### src/rtl/pong_match_ctrl_if.sv
// pong_match_ctrl_if: groups the match-controller signals.
// The master side is the engine/input logic.
// The slave side is the match controller itself.
interface pong_match_ctrl_if #(
   parameter int SCORE_W = 4
);
   logic               frame;
   logic               sig_ctrl;
   logic               pt_p1;
   logic               pt_p2;
   logic [SCORE_W-1:0] score_p1;
   logic [SCORE_W-1:0] score_p2;
   logic [2:0]         phase;
   logic               rally;
   logic               serve_start;
   logic               serve_dir;
   logic [1:0]         winner;
   logic               game_over;
   logic               blink;

   modport master (
      output frame, sig_ctrl, pt_p1, pt_p2,
      input  score_p1, score_p2, phase, rally, serve_start, serve_dir,
             winner, game_over, blink
   );

   modport slave (
      input  frame, sig_ctrl, pt_p1, pt_p2,
      output score_p1, score_p2, phase, rally, serve_start, serve_dir,
             winner, game_over, blink
   );
endinterface

### src/rtl/pong_match_ctrl.sv
// pong_match_ctrl: match-level controller for the pong core.
// Owns the scores, serve direction, point hold-off, win detection and game-over blink.
// Optional macro PONG_WIN_BY_TWO_EN: a win needs a two-point lead, and a tie at or above
// WIN_SCORE drops back to deuce.
module pong_match_ctrl #(
   parameter int WIN_SCORE    = 10,
   parameter int SCORE_W      = 4,
   parameter int HOLD_FRAMES  = 120,
   parameter int BLINK_FRAMES = 16
) (
   input logic                  clk_pix,
   input logic                  rst,
   pong_match_ctrl_if.slave     bus
);
   localparam int HOLD_W  = (HOLD_FRAMES  > 1) ? $clog2(HOLD_FRAMES)  : 1;
   localparam int BLINK_W = (BLINK_FRAMES > 1) ? $clog2(BLINK_FRAMES) : 1;
   localparam logic [HOLD_W-1:0]  HOLD_LAST  = HOLD_W'(HOLD_FRAMES - 1);
   localparam logic [BLINK_W-1:0] BLINK_LAST = BLINK_W'(BLINK_FRAMES - 1);
   localparam logic [SCORE_W:0]   WIN_EXT    = (SCORE_W+1)'(WIN_SCORE);

   typedef enum logic [2:0] {
      IDLE  = 3'd0,
      SERVE = 3'd1,
      RALLY = 3'd2,
      POINT = 3'd3,
      OVER  = 3'd4
   } state_t;

   state_t              state_q, state_d;
   logic [SCORE_W-1:0]  score_p1_q, score_p1_d;
   logic [SCORE_W-1:0]  score_p2_q, score_p2_d;
   logic                serve_dir_q, serve_dir_d;
   logic [1:0]          winner_q, winner_d;
   logic                blink_q, blink_d;
   logic                rally_q, game_over_q, serve_start_q;
   logic [HOLD_W-1:0]   hold_cnt_q, hold_cnt_d;
   logic [BLINK_W-1:0]  blink_cnt_q, blink_cnt_d;

   // Candidate scores after a single point, plus the win decision on them.
   logic [SCORE_W-1:0]  n1, n2;
   logic                p1_win, p2_win;

   // State and output registers; reset drops everything to IDLE / zero at once.
   always_ff @(posedge clk_pix or posedge rst) begin
      if (rst) begin
         state_q       <= IDLE;
         score_p1_q    <= '0;
         score_p2_q    <= '0;
         serve_dir_q   <= 1'b0;
         winner_q      <= 2'b00;
         blink_q       <= 1'b0;
         rally_q       <= 1'b0;
         game_over_q   <= 1'b0;
         serve_start_q <= 1'b0;
         hold_cnt_q    <= '0;
         blink_cnt_q   <= '0;
      end else begin
         state_q       <= state_d;
         score_p1_q    <= score_p1_d;
         score_p2_q    <= score_p2_d;
         serve_dir_q   <= serve_dir_d;
         winner_q      <= winner_d;
         blink_q       <= blink_d;
         rally_q       <= (state_d == RALLY);
         game_over_q   <= (state_d == OVER);
         serve_start_q <= (state_d == SERVE) && (state_q != SERVE);
         hold_cnt_q    <= hold_cnt_d;
         blink_cnt_q   <= blink_cnt_d;
      end
   end

   // Next-state, scoring, win detection and the hold/blink frame counters.
   always_comb begin
      state_d     = state_q;
      score_p1_d  = score_p1_q;
      score_p2_d  = score_p2_q;
      serve_dir_d = serve_dir_q;
      winner_d    = winner_q;
      blink_d     = blink_q;
      hold_cnt_d  = hold_cnt_q;
      blink_cnt_d = blink_cnt_q;
      n1          = score_p1_q;
      n2          = score_p2_q;
      p1_win      = 1'b0;
      p2_win      = 1'b0;

      case (state_q)
         IDLE: begin
            if (bus.sig_ctrl) state_d = SERVE;
         end
         SERVE: begin
            if (bus.sig_ctrl) state_d = RALLY;
         end
         RALLY: begin
            if (bus.pt_p1 && bus.pt_p2) begin
               // Simultaneous edge events are treated as a replay.
               state_d = POINT;
            end else if (bus.pt_p1 || bus.pt_p2) begin
               // Saturating increment so the score can never wrap.
               if (bus.pt_p1) begin
                  n1          = (score_p1_q == '1) ? score_p1_q : score_p1_q + SCORE_W'(1);
                  serve_dir_d = 1'b0;
               end else begin
                  n2          = (score_p2_q == '1) ? score_p2_q : score_p2_q + SCORE_W'(1);
                  serve_dir_d = 1'b1;
               end
`ifdef PONG_WIN_BY_TWO_EN
               if ((n1 == n2) && ({1'b0, n1} >= WIN_EXT)) begin
                  n1 = SCORE_W'(WIN_SCORE - 1);
                  n2 = SCORE_W'(WIN_SCORE - 1);
               end
               p1_win = ({1'b0, n1} >= WIN_EXT) && ({1'b0, n1} >= {1'b0, n2} + (SCORE_W+1)'(2));
               p2_win = ({1'b0, n2} >= WIN_EXT) && ({1'b0, n2} >= {1'b0, n1} + (SCORE_W+1)'(2));
`else
               p1_win = ({1'b0, n1} == WIN_EXT);
               p2_win = ({1'b0, n2} == WIN_EXT);
`endif
               score_p1_d = n1;
               score_p2_d = n2;
               if (p1_win) begin
                  winner_d = 2'b01;
                  state_d  = OVER;
               end else if (p2_win) begin
                  winner_d = 2'b10;
                  state_d  = OVER;
               end else begin
                  state_d  = POINT;
               end
            end
         end
         POINT: begin
            // The button and the hold timeout both serve; either way only one transition.
            if (bus.sig_ctrl) begin
               state_d = SERVE;
            end else if (bus.frame) begin
               if (hold_cnt_q == HOLD_LAST) state_d = SERVE;
               else                         hold_cnt_d = hold_cnt_q + HOLD_W'(1);
            end
         end
         OVER: begin
            if (bus.sig_ctrl) begin
               state_d = IDLE;
            end else if (bus.frame) begin
               if (blink_cnt_q == BLINK_LAST) begin
                  blink_d     = ~blink_q;
                  blink_cnt_d = '0;
               end else begin
                  blink_cnt_d = blink_cnt_q + BLINK_W'(1);
               end
            end
         end
         default: state_d = IDLE;
      endcase

      if ((state_d == POINT) && (state_q != POINT)) hold_cnt_d = '0;
      if ((state_d == OVER) && (state_q != OVER)) begin
         blink_d     = 1'b1;
         blink_cnt_d = '0;
      end
      if (state_d != OVER) begin
         blink_d     = 1'b0;
         blink_cnt_d = '0;
      end
      // Entering or sitting in IDLE wipes the match.
      if (state_d == IDLE) begin
         score_p1_d  = '0;
         score_p2_d  = '0;
         serve_dir_d = 1'b0;
         winner_d    = 2'b00;
      end
   end

   assign bus.score_p1    = score_p1_q;
   assign bus.score_p2    = score_p2_q;
   assign bus.phase       = state_q;
   assign bus.rally       = rally_q;
   assign bus.serve_start = serve_start_q;
   assign bus.serve_dir   = serve_dir_q;
   assign bus.winner      = winner_q;
   assign bus.game_over   = game_over_q;
   assign bus.blink       = blink_q;
endmodule

### src/flat_wrapper.sv
// flat-port wrapper written by rule: the top's interface ports become plain ports
module pong_match_ctrl_flat 
#(
   parameter int WIN_SCORE    = 10,
   parameter int SCORE_W      = 4,
   parameter int HOLD_FRAMES  = 120,
   parameter int BLINK_FRAMES = 16
)
  (clk_pix, rst, bus_frame, bus_sig_ctrl, bus_pt_p1, bus_pt_p2, bus_score_p1, bus_score_p2, bus_phase, bus_rally, bus_serve_start, bus_serve_dir, bus_winner, bus_game_over, bus_blink);
  pong_match_ctrl_if #(.SCORE_W(SCORE_W)) bus_i ();
  input logic clk_pix;
  input logic rst;
  input wire logic [$bits(bus_i.frame)-1:0] bus_frame;
  input wire logic [$bits(bus_i.sig_ctrl)-1:0] bus_sig_ctrl;
  input wire logic [$bits(bus_i.pt_p1)-1:0] bus_pt_p1;
  input wire logic [$bits(bus_i.pt_p2)-1:0] bus_pt_p2;
  output wire logic [$bits(bus_i.score_p1)-1:0] bus_score_p1;
  output wire logic [$bits(bus_i.score_p2)-1:0] bus_score_p2;
  output wire logic [$bits(bus_i.phase)-1:0] bus_phase;
  output wire logic [$bits(bus_i.rally)-1:0] bus_rally;
  output wire logic [$bits(bus_i.serve_start)-1:0] bus_serve_start;
  output wire logic [$bits(bus_i.serve_dir)-1:0] bus_serve_dir;
  output wire logic [$bits(bus_i.winner)-1:0] bus_winner;
  output wire logic [$bits(bus_i.game_over)-1:0] bus_game_over;
  output wire logic [$bits(bus_i.blink)-1:0] bus_blink;
  assign bus_i.frame = bus_frame;
  assign bus_i.sig_ctrl = bus_sig_ctrl;
  assign bus_i.pt_p1 = bus_pt_p1;
  assign bus_i.pt_p2 = bus_pt_p2;
  assign bus_score_p1 = bus_i.score_p1;
  assign bus_score_p2 = bus_i.score_p2;
  assign bus_phase = bus_i.phase;
  assign bus_rally = bus_i.rally;
  assign bus_serve_start = bus_i.serve_start;
  assign bus_serve_dir = bus_i.serve_dir;
  assign bus_winner = bus_i.winner;
  assign bus_game_over = bus_i.game_over;
  assign bus_blink = bus_i.blink;
  pong_match_ctrl #(.WIN_SCORE(WIN_SCORE), .SCORE_W(SCORE_W), .HOLD_FRAMES(HOLD_FRAMES), .BLINK_FRAMES(BLINK_FRAMES)) u_core (.clk_pix(clk_pix), .rst(rst), .bus(bus_i));
endmodule
### config.mk
export PLATFORM = sky130hd
export DESIGN_NAME = pong_match_ctrl_flat
export DESIGN_NICKNAME = d
export VERILOG_FILES = /design/src/rtl/pong_match_ctrl_if.sv /design/src/rtl/pong_match_ctrl.sv /design/src/flat_wrapper.sv
export SDC_FILE = /design/constraint.sdc
export NUM_CORES = 1
export LEC_CHECK = 0
export ABC_CLOCK_PERIOD_IN_PS = 4200
export CORE_UTILIZATION = 55
export DETAILED_ROUTE_END_ITERATION = 8
export PLACE_DENSITY = 0.92
export SYNTH_ARGS = -nofsm -noshare
export SYNTH_HDL_FRONTEND = slang
export SYNTH_SLANG_ARGS = --single-unit
### constraint.sdc
create_clock -name clk_pix -period 4.2 [get_ports clk_pix]
set_input_delay 1.05 -clock clk_pix [delete_from_list [all_inputs] [get_ports clk_pix]]
set_output_delay 1.05 -clock clk_pix [all_outputs]
set_load 0.005 [all_outputs]
Yosys cells after proc, flatten, opt, wreduce, memory -nomap -nowiden
Cells that the tools add are included.

operators by class
  add/sub/neg operators = 4
  equality and inequality tests = 22
  muxes and demuxes = 57
  bitwise gates (word level) = 1
  reductions and logical operators = 20

operators with widths
  cell                 number
  $mux 4               24
  $mux 7               5
  $mux 3               10
  $eq 4x4->1 const B   5
  $pmux 3 s5           1
  $add 4x1->4 const B  3
  $eq 3x2->1 const B   4
  $mux 2               6
  $reduce_and 4->1     3
  $reduce_bool 3->1    4
  $mux 1               11
  $reduce_bool 2->1    4
  $add 7x1->7 const B  1
  $eq 7x7->1 const B   1
  $eq 3x1->1 const B   2
  $eq 3x3->1 const B   2
  $logic_not 3->1      2
  $ne 3x1->1 const B   2
  $ne 3x3->1 const B   2
  $reduce_and 3->1     2
  $logic_and 1x1->1    4
  $ne 2x2->1 const B   2
  $ne 3x2->1 const B   1
  $ne 2x1->1 const B   1
  2 further kinds      2

word-level totals
  flip-flop bits (word level) = 29
  input bits = 6
  output and inout port bits = 18
  logic and storage cells = 115

Longest topological paths before layout
  depth after elaboration = 16
  gate-level depth with buffers = 6
  depth with buffers taken out = 5

Least setup slack after synthesis
OpenSTA, ideal clock, no wires.

  path kind = in2reg
  from = input bus_pt_p1
  to = register u_core.state_q[0] (netlist: u_core.bus.phase[0])
  setup time = 122 ps
  data arrival time = 2218 ps
  required time = 4078 ps
  slack = 1860 ps
  stages = 5
  path buffers = 1
  path through = buf_2 > or3b_1 > a21oi_1 > o211ai_2 > a32o_1

between the ends
  word-level cells in the longest chain between the ends = 10
  elaborated cells on any way between the ends = 17
  those cells by class = eq/ne (2); mux (13); reduce/logical (2)

RTL lines
  item                         RTL line                text
  from (decl)                  flat_wrapper.sv:15      input wire logic [$bits(bus_i.pt_p1)-1:0] bus_pt_p1;
  $mux 4                       pong_match_ctrl.sv:100  if (bus.pt_p1) begin
  $mux 4                       pong_match_ctrl.sv:98   end else if (bus.pt_p1 || bus.pt_p2) begin
  $mux 4                       pong_match_ctrl.sv:95   if (bus.pt_p1 && bus.pt_p2) begin
  $mux 4                       pong_match_ctrl.sv:87   case (state_q)
  $eq 4x4->1                   pong_match_ctrl.sv:116  p2_win = ({1'b0, n2} == WIN_EXT);
  $mux 3                       pong_match_ctrl.sv:123  end else if (p2_win) begin
  $mux 3                       pong_match_ctrl.sv:120  if (p1_win) begin
  $mux 3                       pong_match_ctrl.sv:98
  $mux 3 (*)                   pong_match_ctrl.sv:95
  $pmux 3 s5 (*)               pong_match_ctrl.sv:87
  named net u_core.state_d[0]  pong_match_ctrl.sv:29   state_t state_q, state_d;
  to (signal assigned)         pong_match_ctrl.sv:58   state_q <= state_d;
  to (decl)                    pong_match_ctrl.sv:29

Mark *: on every way through the listed nets, which the timed path passes. The rest lies on a longest branch. The select of a mux whose other input is x is not followed.
A chain may end at the register's enable or synchronous reset.

Worst setup path in the final report
Same ends and word-level chain as after synthesis.

==> out/qor.yml <==
synth_area_um2: 1730
critPathTopFamily: "compound AO/OA/AOI/OAI gates"
max_slew_margin_pct: 29.5
min_path_type: "reg2reg"
ys_ff_latch: 29
skew_ns: 0.00534
dpl.hpwl_um: 2620
clock_path_buffers: 2
ys_types: 51
synthTopCellsByCount: "29 x dfrtp_1, 15 x nor2_1, 9 x nand3_1"
grt_usage_pct: 25.3
setup_viol: 0
nets: 207
grt_setup_unrepaired: "no"
place_inst: 232
wl_per_cell_um: 15.5
yosysSeqAreaShare_pct: 41.9
final.setup.worst_slack_ns: 1.36
cp_max_fo: 19
cts_tree: "yes"
yosys_warnings: 0
syn_to_final_growth_pct: 17.8
gr-total-overflow: 0
gp_congestion: 0.834
async_reset_ff_share_pct: 100
maxCapViolCount: 0
worst_setup_path_end_kind: "register"
die_x_um: 58.1
path_depth: 5
rows: 19
grt_pass1_wl_um: 6350
finalMaxSlewViolations: 0
cts_sinks: 29
viasPerCell: 5.99
worstPathArrival_ns: 3.06
fin_cells: 239
drtPass1Iterations: 4
yosys.area.top_type: "dfrtp_1"
synth_ff_type: "dfrtp_1"
fillers: 221
core_um2: 2880
antenna_left: 0
r2r_setup_slack_ns: 2.21
port_buffers: 23
hold_viol: 0
initial_core_util_pct: 60.2
worst_path_max_delay_cell: "clkdlybuf4s50_1"
synth_nets: 182
worst_path_largest_cell_delay_ns: 0.72
cts_root_buf: "clkbuf_4"
fin_crit_sh_pct: 67.7
num_vias: 1432
ir_drop_mv: 0.322
clkTransAtPathRegs_ns: 0.09
die_y_um: 58.1
fin_crit_ns: 2.84
critPathBufInv: 1
dp_slack_ns: 1.04
crit_chain: "clkdlybuf4s50_1, or2_2, a21oi_1, o211ai_2, a32o_1"
final_util_pct: 70.9
synth_area_leaders: "dfrtp_1 42%, xor2_1 4.0%, nor2_1 3.3%, a31oi_1 2.9%, ha_1 2.9%"
avgSynthCellArea_um2: 10.1
clock_latency_ns: 0.33
cts_made_buffers: 5
yosysMostFrequentCell: "dfrtp_1"
drive_gt1_share_pct: 10.2
synth_edf_count: 0
die_area_um2: 3380
worstSetupPathType: "in2reg"
grt_pass1_vias: 1354
routed_wl_um: 3700
worst_pin_slew_ns: 1.06
antenna_found_initial: 0
cts_resized: 0
whs_path_depth: 2
io-pin-count: 24
htreeDepth: 2
diodes: 0
hold_buffers: 0
netlist.area_leader.share_pct: 41.9
critPathRequiredTime_ns: 4.42
drt_iter0_markers: 67
tns_ns: 0
cellPowerDensity_nw_per_um2: 426
cts_setup_buffers: 0
leakage_nw: 0.891
drc: 0
grt_max_degree: 30
maxClockFrequency_mhz: 352
synthCells: 172
ff2ff_path_depth: 5
outcome: "finished, final reports clean"
start_kind: "primary input"
layer usage:
layer / global-route usage, % / wire, um / up-vias
li1: - / - / 694
met4: 11.2 / 48 / 0
met3: 5.13 / 191 / 6
met1: 33.6 / 1620 / 690
met5: 0 / 0 / -
met2: 40.2 / 1840 / 42
stage by stage:
stage                     power [mW]  instance area, um^2  hold WS, ns
final                          0.869                 2040        0.545
after global routing           0.922                 2040        0.557
after CTS                      0.876                 2040        0.545
after detailed placement       0.699                 1990        0.526
after global placement         0.682                 1990        0.512
after floorplan                0.585                 1730        0.507
flip-flops by register name, summed over array words and instances, names as in the netlist:
name and count:
u_core.blink_cnt_q 4, u_core.bus.blink 1, u_core.bus.game_over 1, u_core.bus.phase 3, u_core.bus.rally 1, u_core.bus.score_p1 4, u_core.bus.score_p2 4, u_core.bus.serve_dir 1
u_core.bus.serve_start 1, u_core.bus.winner 2, u_core.hold_cnt_q 7
power by group:
group          switching [mW]  internal, mW  total, mW
Clock                  0.0924        0.0788      0.171
Sequential             0.0702         0.324      0.394
Combinational           0.142         0.162      0.304
Total                   0.305         0.564      0.869
kinds of logic (layout without fill, tap and decap cells):
kind of cell / count (synthesis) / in the layout / share of synthesized area, %
simple gates: 68 / 68 / 23.5
compound gates: 44 / 44 / 20.3
flops: 29 / 29 / 41.9
buf+inv: 12 / 37 / 3.40
xor+xnor: 10 / 10 / 5.06
mux: 5 / 5 / 2.96
fa+ha+maj: 4 / 4 / 2.89
final cells by class:
type                            count  area [um^2]  area share (%)
Multi-Input combinational cell    131          947            46.4
Timing Repair Buffer               24          238            11.6
Tap cell                           42         52.6            2.58
Sequential cell                    29          726            35.6
Inverter                            6         22.5            1.10
Clock buffer                        7         55.1            2.70
worst register-to-register path, stage by stage (launching register included):
cell and delay [ns]:
dfrtp_1 0.45, ha_1 0.28, nor2b_1 0.20, nor3b_1 0.40
o211ai_2 0.25, a32o_1 0.29
final timing paths:
check,to,startpoint
max,u_core.bus.phase[0],bus_pt_p1
min,u_core.bus.winner[1],u_core.bus.winner[1]
max reg2reg,u_core.bus.phase[0],u_core.bus.score_p2[0]
min in group asynchronous,u_core.blink_cnt_q[3],rst
min reg2reg,u_core.bus.winner[1],u_core.bus.winner[1]
max in group asynchronous,u_core.bus.score_p1[0],rst
placed cells by master (no fill, tap or decap), types with 5 or more instances in the layout:
| master | instances |
|---|---|
| nand2b_1 | 6 |
| a31oi_1 | 8 |
| xor2_1 | 8 |
| nor2_1 | 15 |
| nand3_1 | 9 |
| nor2b_1 | 5 |
| inv_1 | 6 |
| clkbuf_4 | 5 |
| a21oi_1 | 8 |
| dfrtp_1 | 29 |
| clkdlybuf4s50_1 | 23 |
| nand2_1 | 7 |
Note: power is estimated with default switching activity, not from simulation.
